## src/rtl/ps2_rx_frame_pkg.sv

```systemverilog
// Shared definitions for the PS/2 receive path.
//   rx_state_e          : deframer FSM states
//   FRAME_BITS          : start + 8 data + parity + stop
//   DATA_BITS           : payload width derived from FRAME_BITS
//   DEFAULT_TIMEOUT_CYC : inter-edge timeout (2 ms at 50 MHz)
//   odd_parity_ok()     : odd-parity check over data and parity bit
package ps2_rx_frame_pkg;

  typedef enum logic [1:0] {
    IDLE   = 2'd0,
    DATA   = 2'd1,
    PARITY = 2'd2,
    STOP   = 2'd3
  } rx_state_e;

  localparam int unsigned FRAME_BITS          = 11;
  localparam int unsigned DATA_BITS           = FRAME_BITS - 3;
  localparam int unsigned DEFAULT_TIMEOUT_CYC = 100000;

  function automatic logic odd_parity_ok(input logic [DATA_BITS-1:0] d,
                                         input logic                 p);
    return ^{p, d};
  endfunction

endpackage

```

## src/rtl/ps2_byte_fifo.sv

```systemverilog
// First-word fall-through byte FIFO, shared by the PS/2 receive and transmit paths.
//   clk, rst : clock, asynchronous active-high reset
//   push_i   : write data_i (accepted when not full, or full with a pop this cycle)
//   data_i   : byte to write
//   pop_i    : consume head entry (ignored when empty)
//   data_o   : head entry, zero when empty
//   full_o   : FIFO holds FIFO_DEPTH entries
//   empty_o  : FIFO holds no entries
module ps2_byte_fifo #(
  parameter int unsigned FIFO_DEPTH = 4
) (
  input  logic       clk,
  input  logic       rst,
  input  logic       push_i,
  input  logic [7:0] data_i,
  input  logic       pop_i,
  output logic [7:0] data_o,
  output logic       full_o,
  output logic       empty_o
);

  localparam int unsigned AW = $clog2(FIFO_DEPTH);
  localparam int unsigned CW = AW + 1;

  logic [7:0]    mem_q [FIFO_DEPTH];
  logic [AW-1:0] wr_q;
  logic [AW-1:0] rd_q;
  logic [CW-1:0] cnt_q;
  logic          do_push;
  logic          do_pop;

  always_comb begin
    empty_o = (cnt_q == '0);
    full_o  = (cnt_q == CW'(FIFO_DEPTH));
    do_pop  = pop_i & ~empty_o;
    // A pop in the same cycle frees the slot, so a full FIFO still accepts.
    do_push = push_i & (~full_o | do_pop);
    data_o  = empty_o ? '0 : mem_q[rd_q];
  end

  always_ff @(posedge clk or posedge rst) begin
    if (rst) begin
      wr_q  <= '0;
      rd_q  <= '0;
      cnt_q <= '0;
    end else begin
      if (do_push) wr_q <= wr_q + 1'b1;
      if (do_pop)  rd_q <= rd_q + 1'b1;
      unique case ({do_push, do_pop})
        2'b10:   cnt_q <= cnt_q + 1'b1;
        2'b01:   cnt_q <= cnt_q - 1'b1;
        default: cnt_q <= cnt_q;
      endcase
    end
  end

  always_ff @(posedge clk) begin
    if (do_push) mem_q[wr_q] <= data_i;
  end

endmodule

```

## src/rtl/ps2_rx_frame.sv

```systemverilog
// PS/2 receive front end: synchronises and de-glitches the PS/2 pins, deframes
// 11-bit frames (start, 8 data LSB-first, odd parity, stop), and buffers good
// bytes in a FWFT FIFO for the scan-code decoder.
//   clk, rst    : system clock, asynchronous active-high reset
//   ps2k_clk    : raw PS/2 clock pin (asynchronous)
//   ps2k_data   : raw PS/2 data pin (asynchronous)
//   byte_data   : FIFO head byte, valid while byte_valid=1
//   byte_valid  : FIFO not empty
//   byte_ready  : consumer takes the head byte this cycle
//   err_parity  : 1-cycle pulse, frame dropped on parity error
//   err_frame   : 1-cycle pulse, stop bit 0 or inter-edge timeout
//   overflow    : 1-cycle pulse, good byte dropped because FIFO full
//   busy        : frame reception in progress
module ps2_rx_frame
  import ps2_rx_frame_pkg::*;
#(
  parameter int unsigned FILT_LEN    = 4,
  parameter int unsigned TIMEOUT_CYC = DEFAULT_TIMEOUT_CYC,
  parameter int unsigned FIFO_DEPTH  = 4
) (
  input  logic       clk,
  input  logic       rst,
  input  logic       ps2k_clk,
  input  logic       ps2k_data,
  output logic [7:0] byte_data,
  output logic       byte_valid,
  input  logic       byte_ready,
  output logic       err_parity,
  output logic       err_frame,
  output logic       overflow,
  output logic       busy
);

  localparam int unsigned TW = $clog2(TIMEOUT_CYC);

  // Synchronisers (idle-high bus)
  logic clk_s1_q, clk_s2_q;
  logic dat_s1_q, dat_s2_q;

  // Clock filter
  logic [3:0]          fcnt_q;
  logic                filt_q;
  logic                filt_d1_q;
  logic [FILT_LEN-1:0] dly_q;
  logic                fe;
  logic                bit_s;

  // Deframer
  rx_state_e             state_q;
  logic [2:0]            bit_cnt_q;
  logic [DATA_BITS-1:0]  shreg_q;
  logic                  par_q;
  logic [TW-1:0]         tcnt_q;
  logic                  err_parity_q;
  logic                  err_frame_q;
  logic                  ovf_q;

  // FIFO interface
  logic fifo_full;
  logic fifo_empty;
  logic pop;
  logic stop_eval;
  logic frame_good;
  logic push;

  always_ff @(posedge clk or posedge rst) begin
    if (rst) begin
      clk_s1_q <= 1'b1;
      clk_s2_q <= 1'b1;
      dat_s1_q <= 1'b1;
      dat_s2_q <= 1'b1;
    end else begin
      clk_s1_q <= ps2k_clk;
      clk_s2_q <= clk_s1_q;
      dat_s1_q <= ps2k_data;
      dat_s2_q <= dat_s1_q;
    end
  end

  // The filtered clock flips only after FILT_LEN consecutive differing samples;
  // data runs through an equal-length delay so it stays aligned with fe.
  always_ff @(posedge clk or posedge rst) begin
    if (rst) begin
      fcnt_q    <= '0;
      filt_q    <= 1'b1;
      filt_d1_q <= 1'b1;
      dly_q     <= '1;
    end else begin
      filt_d1_q <= filt_q;
      dly_q     <= {dly_q[FILT_LEN-2:0], dat_s2_q};
      if (clk_s2_q != filt_q) begin
        if (fcnt_q == 4'(FILT_LEN - 1)) begin
          filt_q <= clk_s2_q;
          fcnt_q <= '0;
        end else begin
          fcnt_q <= fcnt_q + 4'd1;
        end
      end else begin
        fcnt_q <= '0;
      end
    end
  end

  always_comb begin
    fe         = filt_d1_q & ~filt_q;
    bit_s      = dly_q[FILT_LEN-1];
    pop        = ~fifo_empty & byte_ready;
    stop_eval  = fe & (state_q == STOP);
    frame_good = bit_s & odd_parity_ok(shreg_q, par_q);
    push       = stop_eval & frame_good & (~fifo_full | pop);
  end

  // Deframer FSM with inter-edge timeout; fe takes precedence over timeout.
  always_ff @(posedge clk or posedge rst) begin
    if (rst) begin
      state_q      <= IDLE;
      bit_cnt_q    <= '0;
      shreg_q      <= '0;
      par_q        <= 1'b0;
      tcnt_q       <= '0;
      err_parity_q <= 1'b0;
      err_frame_q  <= 1'b0;
      ovf_q        <= 1'b0;
    end else begin
      err_parity_q <= 1'b0;
      err_frame_q  <= 1'b0;
      ovf_q        <= 1'b0;
      if (fe) begin
        tcnt_q <= '0;
        unique case (state_q)
          IDLE: begin
            if (!bit_s) begin
              state_q   <= DATA;
              bit_cnt_q <= '0;
            end
          end
          DATA: begin
            shreg_q[bit_cnt_q] <= bit_s;
            if (bit_cnt_q == 3'd7) state_q <= PARITY;
            else                   bit_cnt_q <= bit_cnt_q + 3'd1;
          end
          PARITY: begin
            par_q   <= bit_s;
            state_q <= STOP;
          end
          STOP: begin
            state_q <= IDLE;
            if (!bit_s)                               err_frame_q  <= 1'b1;
            else if (!odd_parity_ok(shreg_q, par_q))  err_parity_q <= 1'b1;
            else if (fifo_full && !pop)               ovf_q        <= 1'b1;
          end
          default: state_q <= IDLE;
        endcase
      end else if (state_q != IDLE) begin
        if (tcnt_q == TW'(TIMEOUT_CYC - 1)) begin
          state_q     <= IDLE;
          err_frame_q <= 1'b1;
          tcnt_q      <= '0;
        end else begin
          tcnt_q <= tcnt_q + 1'b1;
        end
      end
    end
  end

  ps2_byte_fifo #(
    .FIFO_DEPTH(FIFO_DEPTH)
  ) u_fifo (
    .clk     (clk),
    .rst     (rst),
    .push_i  (push),
    .data_i  (shreg_q),
    .pop_i   (byte_ready),
    .data_o  (byte_data),
    .full_o  (fifo_full),
    .empty_o (fifo_empty)
  );

  always_comb begin
    byte_valid = ~fifo_empty;
    err_parity = err_parity_q;
    err_frame  = err_frame_q;
    overflow   = ovf_q;
    busy       = (state_q != IDLE);
  end

endmodule

```

## config.mk

```make
export PLATFORM = sky130hd
export DESIGN_NAME = ps2_rx_frame
export DESIGN_NICKNAME = d
export VERILOG_FILES = /design/src/rtl/ps2_rx_frame_pkg.sv /design/src/rtl/ps2_byte_fifo.sv /design/src/rtl/ps2_rx_frame.sv
export SDC_FILE = /design/constraint.sdc
export NUM_CORES = 1
export LEC_CHECK = 0
export BUFFER_PORTS_ARGS = -buffer_cell sky130_fd_sc_hd__buf_2
export CORE_ASPECT_RATIO = 0.9
export CORE_MARGIN = 5
export CORE_UTILIZATION = 25
export CTS_BUF_LIST = sky130_fd_sc_hd__clkbuf_4
export CTS_CLUSTER_SIZE = 20
export DETAILED_ROUTE_END_ITERATION = 6
export SLEW_MARGIN = 20
export SYNTH_ARGS = -nofsm -noshare
export SYNTH_HDL_FRONTEND = slang
export SYNTH_HIERARCHICAL = 1
export SYNTH_SLANG_ARGS = --single-unit
```

## constraint.sdc

```tcl
create_clock -name clk -period 7.48 [get_ports clk]
set_input_delay 1.496 -clock clk [delete_from_list [all_inputs] [get_ports clk]]
set_output_delay 1.496 -clock clk [all_outputs]
set_load 0.01 [all_outputs]
```

==> flow_summary.json, run 1 <==
{
  "status": "complete, no violations",
  "cp.arrival_ns": 2.07,
  "clock_latency_ns": 0.45,
  "synth_cell_type_count": 51,
  "final_cells": 534,
  "p_int_uw": 900,
  "hold_viol": 0,
  "post-place-ws_ns": 4.12,
  "grt_use_total_pct": 8.04,
  "yosys_warnings": 6,
  "max_freq_mhz": 280,
  "worstHoldPathType": "reg2reg",
  "num_vias": 2337,
  "crit_family": "flip-flops",
  "crit_path_end": "byte_data[3]",
  "drv_slew": 0,
  "synth_ff_type": "dfrtp_1",
  "cts_tree": "built",
  "worstPathRequired_ns": 5.98,
  "globalRouteOverflowTotal": 0,
  "fillCellCount": 1568,
  "power_frac_seq_pct": 49.5,
  "grt_antenna_before_repair": 0,
  "ant_nets": 0,
  "drt-met1-wl_um": 3230,
  "fin_ws_ns": 3.91,
  "hpwl_um": 4700,
  "crit_chain": "mux4_2 > and2_1 > buf_2",
  "setup_violations": 0,
  "synth-edff-count": 32,
  "switching_power_uw": 446,
  "synth_area_um2": 4000,
  "cts_buffers": 9,
  "cp_num_buf_inv": 1,
  "layout.nets": 345,
  "viasPerCell": 4.38,
  "drive_gt1_share_pct": 21.8,
  "io_pins": 18,
  "syn_area_per_cell_um2": 13.0,
  "finClkSkew_ns": 0.0165,
  "initial_core_util_pct": 25.7,
  "die_area_um2": 18600,
  "areaGrowthSynthToFinish_pct": 11.7,
  "cts_hold_buffers": 0,
  "clk_pin_slew_ns": 0.14,
  "rsz0062_at_grt": "no",
  "numClockSinks": 87,
  "r2r_start": "filt_d1_q",
  "period_share_pct": 47.7,
  "postCtsSetupBuffers": 0,
  "cp_max_fo": 10,
  "ys_seq_elements": 87,
  "grt_pass1_vias": 2350,
  "post_cts_resized": 0,
  "wl_per_cell_um": 12.9,
  "max-slew-margin-rel_pct": 46.0,
  "drt_iter0_markers": 205,
  "r2r_slack_ns": 4.52,
  "grt_max_degree": 49,
  "synth_nets": 327,
  "drt_first_pass_iters": 4,
  "slowest_stage": "dfrtp_1",
  "reg2reg_depth": 11,
  "worst_pin_slew_ns": 0.810,
  "num_rows": 43,
  "setup_tns_ns": 0,
  "grt_pass1_wl_um": 11800,
  "comb_power_share_pct": 28.5,
  "cts_root_buf": "clkbuf_4",
  "wl_met2_um": 3210,
  "wl_um": 6910,
  "power_leakage_uw": 0.00181,
  "path_class": "reg2out",
  "synth_top_area_share_pct": 28.2,
  "port_buffers": 17,
  "clkPwrFrac_pct": 22.0,
  "end_kind": "output pin",
  "yosys-top-cells-area": "dfrtp_1, edfxtp_1, dfstp_2",
  "drv_cap": 0,
  "die_w_um": 143,
  "synth.largest_area_cell": "dfrtp_1",
  "critPathLaunchType": "flop",
  "powerDensity_nw_per_um2": 301,
  "synthCells": 308,
  "holdPathStages": 0,
  "switching_share_pct": 33.1,
  "drt_drc_violations_left": 0,
  "period_minus_slack_ns": 3.57,
  "yosysSeqAreaShare_pct": 58.8,
  "async_reset_ff_share_pct": 63.2,
  "routed-wl-met3_um": 351,
  "die_y_um": 130,
  "clockBufferDepth": 2,
  "slowest_delay_ns": 0.74,
  "critPathLaunch": "u_fifo/rd_q[0]",
  "core_um2": 15500,
  "htreeDepth": 3,
  "top_layer": "met4",
  "r2r_end": "u_fifo/cnt_q[2]",
  "irDropWorstVdd_mv": 0.169,
  "gp_congestion": 0.729,
  "cp.depth": 3,
  "dpl.cell_count": 517
}
==> power groups by stage <==
| stage | sequential (µW) | combinational (µW) | clock [µW] |
|---|---|---|---|
| 3_3_place_gp | 671 | 375 | 0 |
| 4_1_cts | 668 | 387 | 309 |
| 3_5_place_dp | 678 | 386 | 0 |
| 2_1_floorplan | 630 | 332 | 0 |
| 5_1_grt | 681 | 434 | 326 |
| 6_report | 666 | 383 | 296 |
==> how the worst min path moves through the flow <==
stage	start	to	slack, ns
2_1_floorplan	clk_s1_q	clk_s2_q	0.35
3_3_place_gp	dat_s1_q	dat_s2_q	0.35
3_5_place_dp	clk_s1_q	clk_s2_q	0.35
4_1_cts	clk_s1_q	clk_s2_q	0.37
5_1_grt	dly_q[1]	dly_q[2]	0.37
6_report	clk_s1_q	clk_s2_q	0.37
==> cell families (layout without fill, tap and decap cells) <==
kind of cell               after synthesis  in the layout  share of synthesized area [%]
other                                    0              1                              0
AOI/OAI and AO/OA                       47             47                           7.76
muxes                                   20             20                           7.95
adders and majority gates               14             14                           4.57
DFF                                     87             87                           58.8
and+or+nand+nor                         93             93                           13.7
buffers and inverters                   28             51                           2.72
xor gates and xnor gates                19             19                           4.51
==> layout make-up <==
class / instances / area, µm² / area share [%]
sequential: 87 / 2350 / 52.6
multi-input combinational: 193 / 1550 / 34.6
tap: 202 / 253 / 5.66
clock inverter: 6 / 85.1 / 1.91
timing repair buffer: 17 / 85.1 / 1.91
clock buffer: 10 / 75.1 / 1.68
inverter: 18 / 68.8 / 1.54
antenna: 1 / 2.50 / 0.0560
==> registers in the layout, indices dropped and copies added, names as in the netlist, 2 cells and up <==
name          flops
u_fifo/wr_q       2
state_q           2
u_fifo/cnt_q      3
fcnt_q            4
bit_cnt_q         3
dly_q             4
tcnt_q           17
u_fifo/mem_q     32
shreg_q           8
u_fifo/rd_q       2
==> through the flow <==
step                      area [µm²]  power [µW]  utilization, %  hold slack, ns
final                           4470        1350            28.7           0.365
after global routing            4460        1440            28.7           0.369
after CTS                       4450        1360            28.6           0.366
after detailed placement        4290        1060            27.6           0.347
after global placement          4290        1050            27.6           0.346
after floorplan                 4000         961               -           0.345
==> routing by layer <==
| metal | up-vias | global-route usage [%] |
|---|---|---|
| met2 | 34 | 12.4 |
| li1 | 1152 | - |
| met4 | 0 | 3.16 |
| met3 | 9 | 2.82 |
| met1 | 1142 | 10.4 |
| met5 | - | 0 |
==> cell usage in the layout, fill, tap and decap left out, drive strengths merged, types with 3 or more instances in the layout <==
cell and instances:
xor2 6, dfrtp 45, edfxtp 32, o31ai 6, nor3 3, nand3 12
mux4 8, nor3b 4, nand2 15, a21oi 15, xnor2 12, mux2 11
ha 13, nand3b 5, clkinv 3, inv 18, or4 4, nor2b 4
dfstp 10, buf 17, clkbuf 10, a22o 3, or3 9, o21ai 13
and2 14, nor2 9, nand2b 5
==> Yosys cell counts (5+ instances only) <==
library cell	number
o31ai_1	5
edfxtp_1	32
clkbuf_1	6
nor2_1	9
nand3_1	12
dfrtp_1	45
nand2_1	15
or3_1	8
xnor2_1	12
ha_1	13
o21ai_0	13
dfstp_2	10
inv_1	18
a21oi_1	15
xor2_1	6
mux4_2	8
nand3b_1	5
and2_1	10
mux2_2	10
No activity file was read; power rests on OpenSTA's default activity.
==> inputs of run 2 (changes only) <==
==> constraint.sdc (replaced) <==
create_clock -name clk -period 3 [get_ports clk]
set_input_delay 0.6 -clock clk [delete_from_list [all_inputs] [get_ports clk]]
set_output_delay 0.6 -clock clk [all_outputs]
set_load 0.01 [all_outputs]
==> run 2 against run 1 <==
Against the previous run:
- combinational power grew to 2.5 times the previous value
- worst setup slack worse by 3.6 ns
- largest cell class unchanged
- power rose by 150%
- die area did not move
- critical endpoint is now u_fifo/cnt_q[2]
==> flow_summary.json, run 2 (same netlist as run 1, synthesis figures left out) <==
{
  "power_frac_seq_pct": 49.6,
  "core_um2": 15500,
  "areaGrowthSynthToFinish_pct": 11.7,
  "dpl.cell_count": 519,
  "ant_nets": 0,
  "layout.nets": 347,
  "switching_share_pct": 32.4,
  "finClkSkew_ns": 0.00864,
  "die_w_um": 143,
  "fillCellCount": 1566,
  "rsz0062_at_grt": "no",
  "die_y_um": 130,
  "path_class": "reg2reg",
  "grt_use_total_pct": 8.32,
  "final_cells": 535,
  "setup_tns_ns": 0,
  "grt_pass1_vias": 2464,
  "post-place-ws_ns": 0.267,
  "cts_tree": "built",
  "gp_congestion": 0.744,
  "clockBufferDepth": 2,
  "period_minus_slack_ns": 2.74,
  "globalRouteOverflowTotal": 0,
  "worst_pin_slew_ns": 0.814,
  "drt_first_pass_iters": 4,
  "clk_pin_slew_ns": 0.12,
  "final_cell_mix": "dfrtp_1, edfxtp_1, inv_1, buf_2",
  "grt_max_degree": 49,
  "worstPathRequired_ns": 3.37,
  "max_flop_register": "u_fifo/mem_q",
  "crit_family": "XOR/XNOR gates",
  "worstHoldPathType": "in2async",
  "powerDensity_nw_per_um2": 749,
  "critPathLaunchType": "flop",
  "postCtsSetupBuffers": 0,
  "cts_root_buf": "clkbuf_4",
  "grt_antenna_before_repair": 0,
  "final_common_cell": "dfrtp_1",
  "htreeDepth": 3,
  "initial_core_util_pct": 25.7,
  "cts_hold_buffers": 0,
  "wl_per_cell_um": 13.3,
  "drt_drc_violations_left": 0,
  "numClockSinks": 87,
  "fin_ws_ns": 0.264,
  "viasPerCell": 4.45,
  "crit_chain": "xnor2_1 > xnor3_1 > xnor2_1 > nor3b_1 > o21a_4 > inv_1 > ha_1 > inv_1 > fa_1 > xor2_1 > nor2_1 > xor2_1",
  "hold_viol": 0,
  "irDropWorstVdd_mv": 0.286,
  "status": "complete, no violations",
  "power_leakage_uw": 0.00182,
  "port_buffers": 17,
  "drv_slew": 0,
  "num_vias": 2379,
  "cp.arrival_ns": 3.10,
  "io_pins": 18,
  "cp_max_fo": 7,
  "setup_violations": 0,
  "largest_reg_flops": 32,
  "cts_buffers": 9,
  "max-slew-margin-rel_pct": 45.7,
  "clkPwrFrac_pct": 21.7,
  "drv_cap": 0,
  "reg.largest.list": "u_fifo/mem_q x32, tcnt_q x17, shreg_q x8",
  "max_freq_mhz": 366,
  "die_area_um2": 18600,
  "hpwl_um": 4930,
  "slowest_stage": "dfrtp_1",
  "end_kind": "flop",
  "grt_pass1_wl_um": 12300,
  "wl_um": 7140,
  "p_int_uw": 2260,
  "post_cts_resized": 0,
  "comb_power_share_pct": 28.7,
  "clock_latency_ns": 0.43,
  "cp_num_buf_inv": 2,
  "slowest_delay_ns": 0.45,
  "drive_gt1_share_pct": 21.6,
  "switching_power_uw": 1080,
  "period_share_pct": 91.2,
  "diodes": 0,
  "drt_iter0_markers": 140,
  "num_rows": 43
}
[run 2: cell types whose count changed in the layout (fill, tap and decap cells not counted)]
cell,previous run,this run
clkbuf_4,10,11
diode_2,1,0
buf_4,0,2
clkinvlp_4,1,0
clkinv_1,0,2
o31ai_4,1,0
inv_2,1,0
clkinv_4,1,0
o31ai_2,0,1
[run 2: worst paths after layout]
| kind | startpoint | endpoint | slack (ns) | depth (start not counted) |
|---|---|---|---|---|
| setup reg to reg | shreg_q[6] | u_fifo/cnt_q[2] | 0.26 | 12 |
| setup / recovery | shreg_q[6] | u_fifo/cnt_q[2] | 0.26 | 12 |
| hold / removal | rst | u_fifo/wr_q[1] | 0.1 | 2 |
| max in group asynchronous | rst | shreg_q[7] | 2.22 | 2 |
| min in group clk | ps2k_data | dat_s1_q | 0.25 | 1 |
| hold reg to reg | clk_s1_q | clk_s2_q | 0.36 | 0 |
[run 2: final cells by class]
class	instances	area (µm²)	share of cell area (%)
well taps	202	253	5.66
multi-input cells	193	1540	34.4
clock inverters	5	72.6	1.63
clock buffers	11	82.6	1.85
repair buffers	19	100	2.24
inverters	18	68.8	1.54
flip-flops and latches	87	2350	52.6
[run 2: metrics by stage]
step / power (µW) / hold WS (ns) / instance area, µm² / util [%]
CTS: 3400 / 0.0773 / 4460 / 28.7
finish: 3340 / 0.0962 / 4460 / 28.7
detailed placement: 2670 / 0.347 / 4310 / 27.7
global route: 3590 / 0.0973 / 4460 / 28.7
floorplan: 2400 / 0.345 / 4000 / -
global placement: 2630 / 0.347 / 4310 / 27.7
[run 2: metal layers]
metal / part of all wire (%) / GRT usage, % / vias up
met2: 47 / 13.3 / 30
met1: 47 / 10.7 / 1191
met4: 1.5 / 2.82 / 0
met5: 0 / 0 / -
met3: 4.2 / 2.67 / 8
li1: - / - / 1150
[run 2: power by group through the flow]
| stage | logic, µW | clock network, µW | registers (µW) |
|---|---|---|---|
| detailed placement | 980 | 0 | 1690 |
| floorplan | 827 | 0 | 1570 |
| global placement | 954 | 0 | 1670 |
| global route | 1090 | 794 | 1700 |
| finish | 960 | 725 | 1660 |
| CTS | 981 | 750 | 1670 |
